### src/rtl/xslide_ctrl.sv
// xslide_ctrl: sequencing controller in front of a slide-window accumulator.
// It flushes the accumulator on start, streams samples into it, suppresses
// results until the window holds NWINDOWS real samples, then forwards
// decimated window sums. It also handles stop/drain, restart and stream gaps.
module xslide_ctrl #(
  parameter int BWID     = 16,
  parameter int NWINDOWS = 64,
  parameter int DECW     = 8,
  localparam int OWID    = BWID + $clog2(NWINDOWS)
) (
  input  logic            clk,
  input  logic            rst,
  input  logic            cfg_start,
  input  logic            cfg_stop,
  input  logic [DECW-1:0] cfg_dec,
  input  logic [BWID-1:0] s_din,
  input  logic            s_valid,
  output logic            s_ready,
  output logic            acc_rst,
  output logic [BWID-1:0] acc_din,
  output logic            acc_nd,
  input  logic [OWID-1:0] acc_dout,
  input  logic            acc_dv,
  output logic [OWID-1:0] m_dout,
  output logic            m_valid,
  output logic            busy,
  output logic            fill_done,
  output logic            err
);

  // Fill counter only has to reach NWINDOWS-1; the accept at that value ends FILL.
  localparam int FCW = (NWINDOWS > 2) ? $clog2(NWINDOWS) : 1;
  // Tag FIFO sized with headroom over the accumulator's in-flight sample count.
  localparam int TAG_DEPTH = 8;
  localparam int TPW = 3;
  localparam int TCW = 4;

  typedef enum logic [2:0] {
    IDLE  = 3'd0,
    FLUSH = 3'd1,
    FILL  = 3'd2,
    RUN   = 3'd3,
    STOP  = 3'd4
  } state_t;

  state_t state_reg;

  logic                 flush_cnt_reg;
  logic [FCW-1:0]       fill_cnt_reg;
  logic [DECW-1:0]      dec_reg;
  logic [DECW-1:0]      dec_cnt_reg;

  logic [TAG_DEPTH-1:0] tag_mem_reg;
  logic [TPW-1:0]       wr_ptr_reg;
  logic [TPW-1:0]       rd_ptr_reg;
  logic [TCW-1:0]       tag_cnt_reg;

  logic                 s_ready_reg;
  logic                 acc_rst_reg;
  logic [BWID-1:0]      acc_din_reg;
  logic                 acc_nd_reg;
  logic [OWID-1:0]      m_dout_reg;
  logic                 m_valid_reg;
  logic                 busy_reg;
  logic                 fill_done_reg;
  logic                 err_reg;

  logic accept;
  logic streaming;
  logic start_take;
  logic stop_take;
  logic push;
  logic pop;
  logic dv_live;
  logic tag_empty;
  logic last_fill;
  logic eligible;
  logic keep;
  logic head_keep;

  assign streaming = (state_reg == FILL) || (state_reg == RUN);
  assign accept    = s_valid && s_ready_reg;

  // Stop beats start while streaming; start always wins from IDLE and STOP.
  assign stop_take  = cfg_stop && streaming;
  assign start_take = cfg_start &&
                      ((state_reg == IDLE) || (state_reg == STOP) ||
                       (streaming && !cfg_stop));

  // A sample handshaked on the restart edge is consumed but dropped: the
  // accumulator is about to be flushed, so forwarding it would be stale.
  assign push = accept && !start_take;

  assign tag_empty = (tag_cnt_reg == '0);
  assign last_fill = (fill_cnt_reg == FCW'(NWINDOWS - 1));
  assign eligible  = (state_reg == RUN) || ((state_reg == FILL) && last_fill);
  assign keep      = eligible && (dec_cnt_reg == '0);
  assign head_keep = tag_mem_reg[rd_ptr_reg];

  // acc_dv arriving while the accumulator is held in reset belongs to the
  // abandoned stream; it neither pops tags nor counts as an orphan result.
  assign dv_live = acc_dv && (state_reg != FLUSH);
  assign pop     = dv_live && !tag_empty;

  // Main sequencer: state, handshake/strobe outputs and result forwarding.
  always_ff @(posedge clk) begin
    if (!rst) begin
      state_reg     <= IDLE;
      flush_cnt_reg <= 1'b0;
      dec_reg       <= DECW'(1);
      s_ready_reg   <= 1'b0;
      acc_rst_reg   <= 1'b0;
      acc_din_reg   <= '0;
      acc_nd_reg    <= 1'b0;
      m_dout_reg    <= '0;
      m_valid_reg   <= 1'b0;
      busy_reg      <= 1'b0;
      fill_done_reg <= 1'b0;
      err_reg       <= 1'b0;
    end else begin
      acc_nd_reg  <= push;
      if (push) begin
        acc_din_reg <= s_din;
      end

      m_valid_reg <= 1'b0;
      if (pop && head_keep && !start_take) begin
        m_valid_reg <= 1'b1;
        m_dout_reg  <= acc_dout;
      end

      if (start_take) begin
        err_reg <= 1'b0;
      end else if (dv_live && tag_empty) begin
        err_reg <= 1'b1;
      end

      if (start_take) begin
        state_reg     <= FLUSH;
        flush_cnt_reg <= 1'b0;
        dec_reg       <= (cfg_dec == '0) ? DECW'(1) : cfg_dec;
        acc_rst_reg   <= 1'b1;
        s_ready_reg   <= 1'b0;
        busy_reg      <= 1'b1;
        fill_done_reg <= 1'b0;
      end else begin
        case (state_reg)
          IDLE: begin
            busy_reg <= 1'b0;
          end
          FLUSH: begin
            if (flush_cnt_reg) begin
              state_reg   <= FILL;
              acc_rst_reg <= 1'b0;
              s_ready_reg <= 1'b1;
            end else begin
              flush_cnt_reg <= 1'b1;
            end
          end
          FILL: begin
            if (stop_take) begin
              state_reg   <= STOP;
              s_ready_reg <= 1'b0;
            end else if (accept && last_fill) begin
              state_reg     <= RUN;
              fill_done_reg <= 1'b1;
            end
          end
          RUN: begin
            if (stop_take) begin
              state_reg     <= STOP;
              s_ready_reg   <= 1'b0;
              fill_done_reg <= 1'b0;
            end
          end
          STOP: begin
            if (tag_empty && !acc_nd_reg) begin
              state_reg <= IDLE;
              busy_reg  <= 1'b0;
            end
          end
          default: begin
            state_reg     <= IDLE;
            s_ready_reg   <= 1'b0;
            acc_rst_reg   <= 1'b0;
            busy_reg      <= 1'b0;
            fill_done_reg <= 1'b0;
          end
        endcase
      end
    end
  end

  // Fill and decimation counters; both restart from zero on every flush.
  always_ff @(posedge clk) begin
    if (!rst) begin
      fill_cnt_reg <= '0;
      dec_cnt_reg  <= '0;
    end else if (start_take || (state_reg == FLUSH)) begin
      fill_cnt_reg <= '0;
      dec_cnt_reg  <= '0;
    end else begin
      if (push && (state_reg == FILL) && !last_fill) begin
        fill_cnt_reg <= fill_cnt_reg + FCW'(1);
      end
      if (push && eligible) begin
        dec_cnt_reg <= (dec_cnt_reg == dec_reg - DECW'(1)) ? '0 : dec_cnt_reg + DECW'(1);
      end
    end
  end

  // Tag FIFO pointers: one entry per accumulator strobe, retired per acc_dv.
  always_ff @(posedge clk) begin
    if (!rst) begin
      wr_ptr_reg  <= '0;
      rd_ptr_reg  <= '0;
      tag_cnt_reg <= '0;
    end else if (start_take || (state_reg == FLUSH)) begin
      wr_ptr_reg  <= '0;
      rd_ptr_reg  <= '0;
      tag_cnt_reg <= '0;
    end else begin
      wr_ptr_reg  <= wr_ptr_reg + TPW'(push);
      rd_ptr_reg  <= rd_ptr_reg + TPW'(pop);
      tag_cnt_reg <= tag_cnt_reg + TCW'(push) - TCW'(pop);
    end
  end

  // Tag FIFO storage: each entry holds the keep bit of one in-flight sample.
  for (genvar gi = 0; gi < TAG_DEPTH; gi++) begin : g_tag
    // Entry gi captures the keep bit when the write pointer lands on it.
    always_ff @(posedge clk) begin
      if (!rst) begin
        tag_mem_reg[gi] <= 1'b0;
      end else if (push && (wr_ptr_reg == TPW'(gi))) begin
        tag_mem_reg[gi] <= keep;
      end
    end
  end

  // The accumulator is held in reset for as long as the controller is.
  assign acc_rst   = acc_rst_reg | ~rst;
  assign s_ready   = s_ready_reg;
  assign acc_din   = acc_din_reg;
  assign acc_nd    = acc_nd_reg;
  assign m_dout    = m_dout_reg;
  assign m_valid   = m_valid_reg;
  assign busy      = busy_reg;
  assign fill_done = fill_done_reg;
  assign err       = err_reg;

endmodule

### config.mk
export PLATFORM = sky130hd
export DESIGN_NAME = xslide_ctrl
export DESIGN_NICKNAME = d
export VERILOG_FILES = /design/src/rtl/xslide_ctrl.sv
export SDC_FILE = /design/constraint.sdc
export NUM_CORES = 1
export LEC_CHECK = 0
export ABC_AREA = 1
export CORE_UTILIZATION = 45
export CTS_CLUSTER_SIZE = 24
export DETAILED_ROUTE_END_ITERATION = 16
export PLACE_DENSITY = 0.77
export REMOVE_ABC_BUFFERS = 1
export SKIP_CTS_REPAIR_TIMING = 1
export SYNTH_ARGS = -nofsm -noshare
export SYNTH_HDL_FRONTEND = slang
export SYNTH_SLANG_ARGS = --single-unit
### constraint.sdc
create_clock -name clk -period 2.4 [get_ports clk]
set_clock_uncertainty 0.05 [all_clocks]
set_input_delay 0.36 -clock clk [delete_from_list [all_inputs] [get_ports clk]]
set_output_delay 0.36 -clock clk [all_outputs]
set_load 0.01 [all_outputs]
-- Yosys cells after proc, flatten, opt, wreduce, memory -nomap -nowiden
Cells that the tools add are included.
- add/subtract/negate cells: 7
- $lt $le $gt $ge: 1
- equality and inequality tests: 28
- muxes and demuxes: 24
- bitwise operators: 5
- reduce and logical (&&, ||, !) cells: 53
- operators with widths (cell ; count):
    logical AND 1 bit ; 25
    logical NOT 8 bit ; 2
    2-to-1 mux 8 bit ; 2
    equality test 3 bit (second input constant) ; 5
    2-to-1 mux 3 bit ; 5
    case mux 3 bit (5 select lines) ; 1
    equality test 3 x 2 -> 1 bit (second input constant) ; 4
    2-to-1 mux 1 bit ; 11
    != test 2 x 1 -> 1 bit (second input constant) ; 5
    AND reduction 5 bit ; 2
    adder 8 x 1 -> 8 bit (second input constant) ; 1
    equality test 8 bit ; 1
    != test 2 bit (second input constant) ; 4
    OR reduction 2 bit ; 4
    subtractor 8 x 1 -> 8 bit (second input constant) ; 1
    adder 3 x 1 -> 3 bit ; 2
    adder 6 x 1 -> 6 bit (second input constant) ; 1
    equality test 3 x 1 -> 1 bit (second input constant) ; 2
    equality test 6 bit (second input constant) ; 1
    logical NOT 3 bit ; 2
    != test 3 x 2 -> 1 bit (second input constant) ; 2
    != test 3 bit (second input constant) ; 2
    case mux 1 bit (3 select lines) ; 2
    OR reduction 3 bit ; 2
    other kinds (16) ; 29
- flip-flop bits (word level): 89
- input port bits: 52
- output and inout bits: 45
- word-level logic and storage cells: 144

-- Depth between registers and ports, before layout
Gate-level depths: netlist (run 1).
- word-level depth: 9
- mapped depth: 15

-- Worst setup path after synthesis (run 1)
Ideal clock, no wire load.
- path type: flip-flop to flip-flop
- start point: register state_reg[1]
- end point: register tag_cnt_reg[2]
- library setup time: 0.117 ns
- arrival time: 2.176 ns
- required time: 2.233 ns
- setup slack: 0.057 ns
- cell stages (with the launch flop): 15
- path buffers: 2
- clock period less this slack: 2.343 ns
- cells stage by stage: dfxtp_1 -> inv_2 -> nand2_4 -> nand2_2 -> nand3_4 -> nand2_8 -> buf_6 -> buf_6 -> ha_1 -> inv_1 -> ha_1 -> inv_1 -> fa_1 -> xor2_1 -> nor2_1
- cells in the longest elaborated chain, start to end: 9
- RTL lines (element ; RTL line ; RTL):
    start: declaration ; 46 ; state_t state_reg;
    start signal: assignment ; 108 ; state_reg <= IDLE;
    start signal: assignment ; 139 ; state_reg <= FLUSH;
    start signal: assignment ; 153 ; state_reg <= FILL;
    equality test 3 x 2 -> 1 bit ; 81 ; assign streaming = (state_reg == FILL) || (state_reg == RUN);
    logical OR 1 bit ; 81 ;
    logical AND 1 bit ; 88 ; (streaming && !cfg_stop));
    logical OR 1 bit ; 87 ; ((state_reg == IDLE) || (state_reg == STOP) ||
    logical AND 1 bit ; 86 ; assign start_take = cfg_start &&
    logical NOT 1 bit ; 92 ; assign push = accept && !start_take;
    logical AND 1 bit ; 92 ;
    adder 4 x 1 -> 4 bit ; 225 ; tag_cnt_reg <= tag_cnt_reg + TCW'(push) - TCW'(pop);
    subtractor 4 x 1 -> 4 bit ; 225 ;
    end signal: assignment ; 225 ;
    end: declaration ; 56 ; logic [TCW-1:0] tag_cnt_reg;
Several ways; a longest one is shown, not always the timed one.
A chain may end at the register's enable or synchronous reset.

-- Final worst setup path (run 1)
- start point: register state_reg[0]
- end point: register tag_cnt_reg[2]
The elaborated chain is that of the path after synthesis.

==> flow_summary.toml, run 1 <==
[outcome]
status = "completed"

[critical_path]
r2r_start = "state_reg[0]"
cp-start-kind = "flip-flop"
endpoint_kind = "flip-flop"
arrival_ps = 2420
criticalPathCategory = "flip-flop to flip-flop"
required_ps = 2600
worst-path-max-fanout = 4
critPathLaunch = "state_reg[0]"
reg2reg_depth = 12
crit_end = "tag_cnt_reg[2]"
regToRegSetupSlack_ps = 170
r2r_end = "tag_cnt_reg[2]"

[logic_synthesis]
synthCells = 569
synthTopCellsByArea = "dfxtp_1 (42%), nor2_1 (11%), o21ai_0 (7.6%)"
avgSynthCellArea_um2 = 7.41
synth_async_sr_flop_share_pct = 0
yosysMostFrequentCell = "nor2_1"
synth_seq_area_share_pct = 42.3
synth_largest_area_cell = "dfxtp_1"
synth_top_area_share_pct = 42.3
ys_types = 39
synth_common_cells = "nor2_1 (128), dfxtp_1 (89), nand2_1 (72)"
ys.flop_type = "dfxtp_1"
syn_area_um2 = 4210
synth-seq-cells = 89
synth_edf_count = 0
ys_warn_count = 0

[routing]
ant_nets = 0
dr.pass1.iters = 4
dr.first_iter.drc_count = 168
drc_errors = 0
viasPerCell = 5.00
routed_wl_um = 10000
post_drt_wl_per_cell_um = 12.8
vias = 3918

[finish]
largest_reg_flops = 22
postLayoutCoreUtil_pct = 61.6
area_delta_synth_final_pct = 29.9
drive_gt1_share_pct = 8.88
layout.cells.non_filler = 784
finalNetCount = 737
antenna_cells = 0

[clocking]
cts.path.max_buffers = 2
cts_sinks = 89
root_buffer = "clkbuf_8"
clk_latency_ps = 370
numCtsBuffers = 9
path_clk_slew_ps = 90
cts_tree = "yes"
htree_num_levels = 3

[die]
coreArea_um2 = 8890
start_util_pct = 47.4
rows = 34
die_x_um = 98.8
ioPinCount = 97
die_area_um2 = 9760
die_h_um = 98.8

[power_and_ir_drop]
ir_drop_v = 0.000301
p_leak_nw = 2.16
p_switching_mw = 0.955
combPwrFrac_pct = 19.1
pwr-share-clk_pct = 31.2
p_int_mw = 2.20
seqPwrFrac_pct = 49.7
switching_share_pct = 30.2
p_per_area_nw_per_um2 = 577

[global_route]
busiest_layer = "met2"
grt_pass1_vias = 3647
grt_max_degree = 49
track_usage_pct = 21.5
grt_use_met3_pct = 3.62
grtUsageMet2_pct = 34.4
antenna_found_initial = 0
grt_pass1_wl_um = 16800
use_met1_pct = 28.6
grt_overflow_total = 0

[sta]
whs_ps = 402
worst_pin_slew_ps = 415
min_period_ps = 2230
setup_slack_ps = 172
setup_tns_ps = 0
fin_crit_sh_pct = 92.8
fmax_mhz = 449
final-setup-viol-count = 0
worst_slew_margin_rel_pct = 72.3
slew_viol_final = 0
rsz0062_at_grt = "false"
finalHoldViolCount = 0

[placement]
place_congestion = 0.933
io_buffers = 96
post-place-ws_ps = -2.54
post-dp-hpwl_um = 7640
dp_cells = 767

[run]
drv_cap = 0

[worst_hold_path]
min_path_type = "flip-flop to flip-flop"
cell type report:
cell class	count	area, um^2
inverters	75	282
repair buffers	107	1040
clock inverters	7	58.8
multi-input cells	389	2050
flip-flops and latches	89	1780
clock buffers	9	124
well taps	108	135
fillers	823	3420
routing by layer:
metal  vias to the layer above  part of all wire (%)
met5                         -                     0
met4                         0                   1.7
met3                        14                   5.2
met2                       121                    46
met1                      1772                    47
li1                       2011                     -
how the worst min path moves through the flow:
stage	start	end	slack, ps	cells after the start
after detailed placement	tag_mem_reg[4]	tag_mem_reg[4]	390	2
after global routing	tag_mem_reg[7]	tag_mem_reg[7]	430	2
final	tag_mem_reg[4]	tag_mem_reg[4]	400	2
after global placement	tag_mem_reg[4]	tag_mem_reg[4]	390	2
after CTS	tag_mem_reg[4]	tag_mem_reg[4]	410	2
after floorplan	tag_mem_reg[4]	tag_mem_reg[4]	370	2
cell families (layout without fill, tap and decap cells):
group                    count (synthesis)  count (layout)  synth area share [%]
AO/OA/AOI/OAI                           99              99                  12.2
adder cells (fa/ha/maj)                 14              14                  4.34
AND/OR/NAND/NOR                        260             260                  28.7
XOR/XNOR                                16              16                  3.33
flip-flops                              89              89                  42.3
buffers and inverters                   91             198                  9.17
critical path: stages (launching register included):
cell,delay [ps]
dfxtp_1,380
inv_2,90
nor3_4,220
inv_2,90
nand3b_1,110
inv_2,70
ha_1,260
inv_1,50
ha_1,150
inv_1,60
fa_1,380
xor2_1,150
nor2_1,60
layout by cell type (no fill, tap or decap), drive strengths merged:
cell           Yosys  final
xor2               8      8
nor4               1      1
ha                13     13
o21ai             68     68
dfxtp             89     89
inv               75     79
o21a               1      1
a211oi             2      2
clkinvlp           0      1
clkbuf             7      9
nand2             79     79
nor3              11     11
a22o               1      1
or2                2      2
xnor2              8      8
nand4              8      8
fa                 1      1
a31oi              2      2
nand3             23     23
a21oi             24     24
a22oi              1      1
nor2             135    135
nand3b             1      1
buf                9     11
clkinv             0      2
clkdlybuf4s50      0     96
stage by stage:
step           total power [mW]  cell area [um^2]
2_1_floorplan              1.95              4110
3_3_place_gp               2.17              5280
3_5_place_dp               2.20              5280
4_1_cts                    3.17              5460
5_1_grt                    3.31              5470
6_report                   3.16              5470
power by group through the flow:
stage          registers, mW  logic, mW  clock network (mW)
2_1_floorplan           1.60      0.343                   0
3_3_place_gp            1.60      0.569                   0
3_5_place_dp            1.60      0.594                   0
4_1_cts                 1.57      0.598                1.01
5_1_grt                 1.58      0.675                1.06
6_report                1.57      0.604               0.986
Note: power is estimated with default switching activity, not from simulation.
==> run 2, diff against run 1 <==
--- a/config.mk
+++ b/config.mk
@@ -6,6 +6,7 @@
 export NUM_CORES = 1
 export LEC_CHECK = 0
 export ABC_AREA = 1
+export CAP_MARGIN = 10
 export CORE_UTILIZATION = 45
 export CTS_CLUSTER_SIZE = 24
 export DETAILED_ROUTE_END_ITERATION = 16
==> results of run 2 <==
Same layout as run 1: the final DEF is identical, and so are final timing and power.
==> run 3, diff against run 2 <==
--- a/config.mk
+++ b/config.mk
@@ -7,10 +7,11 @@
 export LEC_CHECK = 0
 export ABC_AREA = 1
 export CAP_MARGIN = 10
-export CORE_UTILIZATION = 45
+export CORE_UTILIZATION = 47
+export CTS_BUF_LIST = sky130_fd_sc_hd__clkbuf_4 sky130_fd_sc_hd__clkbuf_8
 export CTS_CLUSTER_SIZE = 24
 export DETAILED_ROUTE_END_ITERATION = 16
-export PLACE_DENSITY = 0.77
+export PLACE_DENSITY = 0.8
 export REMOVE_ABC_BUFFERS = 1
 export SKIP_CTS_REPAIR_TIMING = 1
 export SYNTH_ARGS = -nofsm -noshare
==> flow_summary.toml, run 3 (synthesis results as in run 1) <==
[clocking]
numCtsBuffers = 9
cts_sinks = 89
cts.path.max_buffers = 2
cts_tree = "yes"
root_buffer = "clkbuf_8"
htree_num_levels = 3
clk_latency_ps = 370
path_clk_slew_ps = 90

[die]
start_util_pct = 48.3
die_area_um2 = 9350
coreArea_um2 = 8720
rows = 34
die_x_um = 96.7
ioPinCount = 97
die_h_um = 96.7

[routing]
drc_errors = 0
ant_nets = 0
vias = 3975
routed_wl_um = 9820
dr.first_iter.drc_count = 133
viasPerCell = 5.06
dr.pass1.iters = 4
post_drt_wl_per_cell_um = 12.5

[sta]
final-setup-viol-count = 0
min_period_ps = 2250
fmax_mhz = 444
worst_slew_margin_rel_pct = 72.8
fin_crit_sh_pct = 93.8
rsz0062_at_grt = "false"
finalHoldViolCount = 0
worst_pin_slew_ps = 407
whs_ps = 405
slew_viol_final = 0

[finish]
final_cell_mix = "nor2_1 (127), clkdlybuf4s50_1 (96), dfxtp_1 (88)"
finalNetCount = 739
area_delta_synth_final_pct = 30.4
drive_gt1_share_pct = 9.14
antenna_cells = 0
design_area_um2 = 5490
postLayoutCoreUtil_pct = 63.0
layout_commonest_cell = "nor2_1"
fillers = 754
largest_reg_flops = 22

[global_route]
grt_max_degree = 49
grt_overflow_total = 0
track_usage_pct = 21.5
grt_pass1_wl_um = 16500
antenna_found_initial = 0
grt_pass1_vias = 3662

[critical_path]
criticalPathCategory = "flip-flop to flip-flop"
regToRegSetupSlack_ps = 150
cp-start-kind = "flip-flop"
critPathLaunch = "state_reg[0]"
r2r_start = "state_reg[0]"
cpPeakStageDelay_ps = 400
crit_top_cell = "inv_2"
crit_slowest_cell = "dfxtp_1"
arrival_ps = 2450
required_ps = 2600
critPathTopFamily = "adder cells"
path_cells = "inv_2 > nor3_4 > inv_2 > nand3b_1 > inv_2 > ha_1 > inv_1 > ha_1 > inv_1 > fa_1 > xor2_1 > nor2_1"
worst-path-max-fanout = 4
critPathBufInv = 5
endpoint_kind = "flip-flop"

[run]
drv_cap = 0

[power_and_ir_drop]
ir_drop_v = 0.000298
p_total_mw = 3.17
p_leak_nw = 2.17
p_per_area_nw_per_um2 = 578

[placement]
io_buffers = 96
placed_cell_area_um2 = 5290
post-dp-hpwl_um = 7460
place_congestion = 0.868

[worst_hold_path]
min_from = "tag_mem_reg[4]"
min_path_type = "flip-flop to flip-flop"

[outcome]
status = "completed"
[run 3: cell types whose count changed in the layout (fill, tap and decap cells not counted)]
cell,before,now
inv_6,3,2
clkinv_4,1,2
clkbuf_8,9,10
clkinvlp_4,1,2
inv_8,1,0
buf_4,11,13
clkinv_2,1,0
[run 3: final cells by class]
class / instances / area [um^2] / share of cell area, %
Multi-Input combinational cell: 389 / 2050 / 37.3
Clock inverter: 6 / 50.0 / 0.911
Tap cell: 108 / 135 / 2.46
Inverter: 75 / 282 / 5.12
Clock buffer: 10 / 138 / 2.51
Timing Repair Buffer: 109 / 1060 / 19.3
Sequential cell: 89 / 1780 / 32.5
[run 3: power breakdown]
group / internal (mW) / switching [mW] / leakage, nW
Sequential: 1.53 / 0.0366 / 0.720
Clock: 0.416 / 0.584 / 0.0895
Combinational: 0.283 / 0.326 / 1.36
Total: 2.23 / 0.946 / 2.17
[run 3: worst paths after layout]
check                                 endpoint  depth (start not counted)
worst max-delay path            tag_cnt_reg[2]                         12
worst min-delay path            tag_mem_reg[4]                          2
worst max register to register  tag_cnt_reg[2]                         12
worst min register to register  tag_mem_reg[4]                          2
[run 3: tightest hold or removal path, stage by stage (launching register included)]
cell     delay [ps]
dfxtp_1         320
inv_1            50
a21oi_1          50
[run 3: per-layer routing]
metal  routed length (um)  vias up  GRT usage [%]
met5                    0        -              0
met4                  148        0           7.58
met3                  633       13           4.70
met2                 4510      127           35.9
met1                 4540     1817           27.3
li1                     -     2018              -
[run 3: through the flow]
stage / worst slack [ps] / std cells / TNS, ps
floorplan: 166 / 553 / 0
global placement: 53.6 / 768 / 0
detailed placement: -36.9 / 768 / -36.9
CTS: 46.8 / 784 / 0
global route: 11.3 / 786 / 0
finish: 149 / 786 / 0
